[config.mk]
export PLATFORM = sky130hd
export DESIGN_NAME = pipe_hazard_ctrl
export DESIGN_NICKNAME = d
export VERILOG_FILES = /design/src/rtl/pipe_hazard_ctrl.sv
export SDC_FILE = /design/constraint.sdc
export NUM_CORES = 1
export LEC_CHECK = 0
export ABC_AREA = 1
export CAP_MARGIN = 20
export CORE_MARGIN = 8
export CORE_UTILIZATION = 40
export CTS_CLUSTER_DIAMETER = 80
export DETAILED_ROUTE_END_ITERATION = 7
export PLACE_DENSITY_LB_ADDON = 0.2
export SLEW_MARGIN = 20
export SYNTH_ARGS = -nofsm -noshare
export SYNTH_HDL_FRONTEND = slang
export SYNTH_SLANG_ARGS = --single-unit
[constraint.sdc]
create_clock -name clk -period 2.4 [get_ports clk]
set_clock_uncertainty 0.2 [all_clocks]
set_input_delay 0.24 -clock clk [delete_from_list [all_inputs] [get_ports clk]]
set_output_delay 0.24 -clock clk [all_outputs]
set_load 0.05 [all_outputs]
[src/rtl/pipe_hazard_ctrl.sv]
// pipe_hazard_ctrl: RAW and MDU stall generation for the five-stage pipeline with multicycle MDU sequencing
module pipe_hazard_ctrl #(
  parameter int MULT_CYCLES = 5,
  parameter int DIV_CYCLES  = 10
) (
  input  logic       clk,
  input  logic       reset,
  input  logic       Req,
  input  logic [4:0] D_rs,
  input  logic [4:0] D_rt,
  input  logic [1:0] D_rs_tuse,
  input  logic [1:0] D_rt_tuse,
  input  logic       D_is_md,
  input  logic [4:0] E_A3,
  input  logic [4:0] M_A3,
  input  logic [1:0] E_tnew,
  input  logic [1:0] M_tnew,
  input  logic       E_md_start,
  input  logic       E_md_is_div,
  output logic       stall,
  output logic       mdu_busy,
  output logic       mdu_done,
  output logic [1:0] stall_cause
);
  localparam int MAXC = (MULT_CYCLES > DIV_CYCLES) ? MULT_CYCLES : DIV_CYCLES;
  localparam int CW = $clog2(MAXC) + 1;
  typedef enum logic {IDLE, BUSY} state_t;
  state_t state;
  logic [CW-1:0] cnt;
  logic rs_haz, rt_haz, md_haz;
  always_ff @(posedge clk) begin
    if (reset) begin
      state <= IDLE;
      cnt   <= '0;
    end else if (state == IDLE) begin
      if (E_md_start && !Req) begin
        state <= BUSY;
        cnt   <= E_md_is_div ? CW'(DIV_CYCLES) : CW'(MULT_CYCLES);
      end
    end else begin
      cnt <= cnt - CW'(1);
      if (cnt == CW'(1)) state <= IDLE;
    end
  end
  assign mdu_busy = (state == BUSY);
  assign mdu_done = mdu_busy && (cnt == CW'(1));
  // tuse of 3 marks an unused operand and can never stall
  always_comb begin
    rs_haz = (D_rs != 5'd0) && (D_rs_tuse != 2'd3) &&
             ((D_rs == E_A3 && E_tnew > D_rs_tuse) || (D_rs == M_A3 && M_tnew > D_rs_tuse));
    rt_haz = (D_rt != 5'd0) && (D_rt_tuse != 2'd3) &&
             ((D_rt == E_A3 && E_tnew > D_rt_tuse) || (D_rt == M_A3 && M_tnew > D_rt_tuse));
    md_haz = D_is_md && (mdu_busy || E_md_start);
    stall = (rs_haz || rt_haz || md_haz) && !Req;
    stall_cause = !stall ? 2'd0 : rs_haz ? 2'd1 : rt_haz ? 2'd2 : 2'd3;
  end
endmodule

==> flow_summary_export.csv, run 1 <==
group,metric,value,unit
status,outcome,"completed",
yosys,synth-main-ff-cell,"dfxtp_1",
yosys,synth_edf_count,0,
sta,worst_slew_pin_slew,505.0,ps
placed_design,gp_congestion,0.9196,
drt,ant_nets,0,
floorplan,die_w,65.11,µm
sta,period_minus_slack,2272,ps
yosys,avgSynthCellArea,5.389,µm²
drt,avgViaCountPerCell,4.806,
yosys,yosysMostFrequentCell,"nand2_1",
yosys,synth_cells,179,
clock_network,cts_setup_buffers,0,
min_path,hold_end,"cnt[4]",
setup_path,r2r_setup_slack,1010,ps
floorplan,dieArea,4239,µm²
global_routing,grt_pass1_wl,4.602,mm
setup_path,cp_max_fo,3,
yosys,synth_area_leaders,"nand2_1 23%, inv_1 14%, ha_1 13%",
setup_path,timing.rr.end,"cnt[1]",
global_routing,grt_max_degree,10,
setup_path,cp_cell_sequence,"inv_1 -> ha_1 -> nand3_1 -> nor2_1 -> clkdlybuf4s50_1",
setup_path,worstPathArrival,1830,ps
yosys,synth_cell_types,21,
yosys,netlist_area,964.7,µm²
setup_path,start_kind,"register",
final_layout,area_growth,49.94,%
floorplan,rows,17,
yosys,ys_warn_count,0,
final_layout,num_antenna_cells,0,
final_layout,num-nets-final,266,
floorplan,die_height,65.11,µm
global_routing,grt_pass1_vias,1157,
yosys,ys_seq_elements,6,
min_path,hp-start,"cnt[4]",
pwr,leakage,0.8161,nW
clock_network,clkSlewWorstSetupHoldPaths,40,ps
yosys,synth_top_cell_area_share,23.35,%
yosys,async_flop_share,0,%
clock_network,numCtsBuffers,3,
drt,route.vias.total,1192,
sta,rsz0062_at_grt,"no",
sta,hold_viol,0,
global_routing,grt.total_usage,12.93,%
sta,final-setup-viol-count,0,
clock_network,cts_buffer_depth,2,
clock_network,htree_levels,1,
clock_network,clk_latency,240,ps
min_path,holdCritPathClass,"register to register",
sta,drv_slew,0,
drt,drtIter0Drc,74,
setup_path,reg2reg_from,"cnt[0]",
setup_path,cp_slowest_cell,"clkdlybuf4s50_1",
setup_path,critical_path_required,1960,ps
global_routing,grt-ovfl-total,0,
sta,post-route-period-util,94.69,%
job,maxCapViolCount,0,
drt,wl_per_cell,11.41,µm
pwr,p_per_area,315.9,nW/µm²
clock_network,cts.sinks,6,
yosys,ys_seq_area_share,12.45,%
global_routing,antenna_found_initial,0,
drt,route.detailed.drc,0,
sta,slew_headroom,66.22,%
yosys,ys_top_cells_by_count,"60 x nand2_1, 37 x inv_1, 19 x nor2_1",
sta,fmaxAchievable,440.0,MHz
setup_path,cp-end-kind,"primary output",
clock_network,root_buffer,"clkbuf_4",
yosys,synth_fp_nets,223,
placed_design,dp_hpwl,2.437,mm
drt,drt_first_pass_iters,4,
final_layout,fin_cells,248,
setup_path,critical_path_class,"register to primary output",
placed_design,dp_cells,245,
yosys,yosys.area.top_type,"nand2_1",
setup_path,r2r_cells,5,
min_path,whs_path_depth,2,
floorplan,ios,39,
placed_design,portBuffers,38,
floorplan,floorplan.initialDensity,42.79,%
floorplan,fp.coreArea,2255,µm²
final_layout,drive_above_1_share,10.45,%
setup_path,critical_path.max_stage_delay,820,ps
clock_network,cts_tree,"done",
pwr,irDropWorstVdd,0.2139,mV
drt,routed_wl,2.829,mm
sta,hold_slack,294.1,ps
## report_power, final
group / total, W / internal, W / leakage (nW) / switching (W)
clock: 0.0000910 / 0.0000564 / 0.0138 / 0.0000345
sequential: 0.000117 / 0.000109 / 0.0495 / 0.00000816
combinational: 0.000249 / 0.000117 / 0.753 / 0.000132
total: 0.000457 / 0.000282 / 0.816 / 0.000175
## metal layers
metal / up-vias / part of all wire (%) / track usage (%)
met1: 518 / 48 / 14.90
met3: 4 / 5.3 / 3.220
met5: - / 0 / 0
li1: 633 / - / -
met4: 0 / 1.1 / 3.270
met2: 37 / 46 / 23.23
## state kept, by name, indices dropped and copies added (netlist names)
register	flops
cnt	5
mdu_busy	1
## worst max-delay path by stage
stage	start	end	slack, ps
after floorplan	D_rs_tuse[1]	stall_cause[0]	160
after global placement	D_rs_tuse[1]	stall_cause[0]	-110
after detailed placement	D_rs_tuse[1]	stall_cause[0]	-170
after CTS	M_tnew[0]	stall_cause[0]	30
after global routing	E_tnew[1]	stall_cause[0]	7
final	cnt[1]	mdu_done	130
## worst max-delay path, delay by kind of cell (launching register included)
kind	cells	cell delay (ps)
buffers and inverters	2	910
DFF	1	310
and+or+nand+nor	2	210
adders and majority gates	1	160
## cell type report
| type | instances | area [µm²] |
|---|---|---|
| fillers | 227 | 808.3 |
| multi-input cells | 131 | 703.2 |
| repair buffers | 38 | 407.9 |
| inverters | 42 | 157.7 |
| flip-flops and latches | 6 | 120.1 |
| well taps | 28 | 35.03 |
| clock buffers | 3 | 22.52 |
## cell usage in the layout, fill, tap and decap left out, types with 2 or more instances in the layout
master and count:
nand2_1 60, inv_1 34, clkdlybuf4s50_1 27, nor2_1 18
ha_1 10, nand3_1 8, inv_2 7, xor2_1 6
o21ai_0 6, dfxtp_1 6, dlygate4sd2_1 6, a21oi_1 4
nand2_2 4, clkbuf_4 3, buf_12 3, nand3_2 2
nand4_1 2, a21oi_2 2, a221oi_1 2, nor3_1 2
dlymetal6s2s_1 2
## what timing repair did
| action | CTS | global route |
|---|---|---|
| endpoints found under the hold margin | 0 | 0 |
| pin swaps | 12 | 7 |
| endpoints found under the setup margin | 3 | 3 |
| gates cloned | 0 | 0 |
| resized for setup | 11 | 4 |
| hold buffers | 0 | 0 |
## cell families after synthesis
group / after synthesis / share of synthesized area [%]
AO/OA/AOI/OAI: 17 / 10.77
XOR/XNOR: 6 / 5.447
adder cells (fa/ha/maj): 10 / 12.97
buffers and inverters: 42 / 16.34
flip-flops: 6 / 12.45
AND/OR/NAND/NOR: 98 / 42.02
## metrics by stage
stage / worst slack, ps / total power [W] / area [µm²] / setup TNS (ps) / util [%]
floorplan: 163.7 / 0.0002514 / 964.7 / 0 / -
global placement: -109.5 / 0.0003595 / 1410 / -115.2 / 62.54
detailed placement: -165.9 / 0.0003655 / 1410 / -218.3 / 62.54
CTS: 26.45 / 0.0004574 / 1436 / 0 / 63.71
global route: 7.019 / 0.0004949 / 1446 / 0 / 64.15
finish: 127.5 / 0.0004568 / 1446 / 0 / 64.15
No activity file was read; power rests on OpenSTA's default activity.
==> run 2, diff against run 1 <==
--- a/config.mk
+++ b/config.mk
@@ -6,7 +6,7 @@
 export NUM_CORES = 1
 export LEC_CHECK = 0
 export ABC_AREA = 1
-export CAP_MARGIN = 20
+export CAP_MARGIN = 25
 export CORE_MARGIN = 8
 export CORE_UTILIZATION = 40
 export CTS_CLUSTER_DIAMETER = 80
==> results of run 2 <==
No change in the layout: final DEF, timing and power equal those of run 1.
==> run 3, diff against run 2 <==
--- a/config.mk
+++ b/config.mk
@@ -9,9 +9,10 @@
 export CAP_MARGIN = 25
 export CORE_MARGIN = 8
 export CORE_UTILIZATION = 40
+export CTS_BUF_LIST = sky130_fd_sc_hd__clkbuf_4 sky130_fd_sc_hd__clkbuf_8
 export CTS_CLUSTER_DIAMETER = 80
 export DETAILED_ROUTE_END_ITERATION = 7
-export PLACE_DENSITY_LB_ADDON = 0.2
+export PLACE_DENSITY = 0.75
 export SLEW_MARGIN = 20
 export SYNTH_ARGS = -nofsm -noshare
 export SYNTH_HDL_FRONTEND = slang
==> run 3 against run 2 <==
Via count is 0.67% higher. Fmax is 0.94% higher. Sequential power hardly changed. Register-to-register slack worse by 60 ps. Clock power is 3.7% higher. Sequential share of layout area is 0.37 points lower. Worst hold slack worse by 8.2 ps. Critical path depth is 2 lower. Critical path type unchanged. Critical endpoint unchanged.
==> flow_summary_export.csv, run 3 (synthesis gave the netlist of run 1 again) <==
group,metric,value,unit
min_path,whs_path_depth,2,
final_layout,num-nets-final,266,
setup_path,critical_path_required,1960,ps
placed_design,dp_slack,-185.8,ps
global_routing,grt.total_usage,14.08,%
sta,drv_slew,0,
setup_path,worstPathArrival,1810,ps
job,maxCapViolCount,0,
drt,route.vias.total,1200,
setup_path,r2r_cells,5,
pwr,irDropWorstVdd,0.3116,mV
clock_network,cts_hold_buf,0,
final_layout,final_cell_mix,"59 x nand2_1, 32 x inv_1, 27 x clkdlybuf4s50_1",
drt,ant_nets,0,
floorplan,rows,17,
placed_design,portBuffers,38,
setup_path,timing.rr.end,"cnt[1]",
status,outcome,"completed",
floorplan,dieArea,4239,µm²
floorplan,floorplan.initialDensity,42.79,%
setup_path,reg2reg_from,"cnt[0]",
drt,route.detailed.drc,0,
floorplan,fp.coreArea,2255,µm²
setup_path,cp_slowest_cell,"clkdlybuf4s50_1",
final_layout,num_antenna_cells,0,
setup_path,r2r_setup_slack,950,ps
setup_path,start_kind,"register",
sta,fin_ws,148.8,ps
final_layout,finish.instance_area,1514,µm²
drt,wl_per_cell,12.10,µm
final_layout,drive_above_1_share,13.64,%
global_routing,grt-ovfl-total,0,
setup_path,cp_cell_sequence,"inv_1 -> nor2_1 -> clkdlybuf4s50_1",
pwr,leakage,0.8259,nW
drt,drtIter0Drc,69,
clock_network,cts.sinks,6,
floorplan,die_w,65.11,µm
global_routing,grt_pass1_vias,1163,
sta,fmaxAchievable,444.2,MHz
sta,worst_slew_pin_slew,495.5,ps
drt,drt_first_pass_iters,4,
clock_network,root_buffer,"clkbuf_4",
final_layout,regMostFlops,"cnt",
final_layout,largest_reg_flops,5,
floorplan,ios,39,
setup_path,cp_max_fo,7,
min_path,hp-start,"cnt[4]",
final_layout,fin_util,67.15,%
setup_path,critical_path.max_stage_delay,820,ps
sta,post-route-period-util,93.80,%
sta,period_minus_slack,2251,ps
min_path,hold_end,"cnt[4]",
clock_network,cts_buffer_depth,2,
clock_network,htree_levels,1,
placed_design,gp_congestion,0.9023,
setup_path,cp-end-kind,"primary output",
placed_design,dp_hpwl,2.498,mm
sta,rsz0062_at_grt,"no",
sta,hold_slack,285.8,ps
floorplan,die_height,65.11,µm
final_layout,area_growth,56.94,%
setup_path,crit_buf_inv,2,
sta,slew_headroom,66.87,%
final_layout,final_common_cell,"nand2_1",
pwr,report.power.total,0.0004735,W
clock_network,clk_latency,250,ps
drt,routed_wl,3.002,mm
placed_design,dpl_cell_area,1410,µm²
clock_network,cts_tree,"done",
clock_network,numCtsBuffers,3,
setup_path,cp_top_family,"buffers and inverters",
sta,final-setup-viol-count,0,
pwr,p_per_area,312.8,nW/µm²
min_path,holdCritPathClass,"register to register",
global_routing,antenna_found_initial,0,
global_routing,grt_pass1_wl,4.968,mm
setup_path,critical_path_class,"register to primary output",
global_routing,grt_max_degree,10,
clock_network,clkSlewWorstSetupHoldPaths,50,ps
setup_path,startpoint,"mdu_busy",
clock_network,cts_setup_buffers,0,
drt,avgViaCountPerCell,4.839,
sta,hold_viol,0,
-- run 3: cell count changes in the layout (fill, tap and decap cells not counted) --
cell / delta
dlygate4sd2_1: -2
dlymetal6s2s_1: +2
ha_1: -5
ha_4: +5
inv_1: -2
inv_2: +2
nand2_1: -1
nand2_2: +1
nand3_1: +1
nand3_2: -1
-- run 3: metal layers --
layer | vias to the layer above | track usage, % | wire length [µm]
met2 | 41 | 23.11 | 1424
met3 | 2 | 5.254 | 205
met4 | 0 | 2.997 | 27
li1 | 632 | - | -
met1 | 525 | 17.12 | 1344
met5 | - | 0 | 0
-- run 3: final cells by class --
cell class / count / area, µm²
Tap cell: 28 / 35.03
Timing Repair Buffer: 38 / 415.4
Fill cell: 213 / 740.7
Sequential cell: 6 / 120.1
Clock buffer: 3 / 22.52
Multi-Input combinational cell: 131 / 763.2
Inverter: 42 / 157.7
-- run 3: power breakdown --
part	leakage, nW	switching [W]	internal, W
registers	0.0495	0.00000828	0.000109
clock network	0.0138	0.0000378	0.0000567
logic	0.763	0.000139	0.000124
-- run 3: worst reg2reg max path, cell delays in order (launching register included) --
cell	delay, ps
dfxtp_1	350
inv_1	90
ha_1	300
o21ai_0	170
nor2_1	50
a211oi_1	200
-- run 3: stage by stage --
stage / instances / TNS [ps]
after detailed placement: 245 / -223.1
after floorplan: 179 / 0
after global placement: 245 / -117.5
after global routing: 248 / 0
after CTS: 248 / 0
final: 248 / 0
-- run 3: worst max-delay path by stage --
stage | to | slack (ps) | depth (start not counted)
after floorplan | stall_cause[0] | 160 | 13
after CTS | stall_cause[0] | 0.9 | 15
after global placement | stall_cause[0] | -110 | 15
after global routing | mdu_done | 40 | 3
after detailed placement | stall_cause[0] | -190 | 15
final | mdu_done | 150 | 3
-- run 3: what timing repair did --
action	in CTS	in global routing
gates resized for setup	15	7
pin swaps	6	13
endpoints found under the setup margin	3	3
hold endpoints to repair	0	0
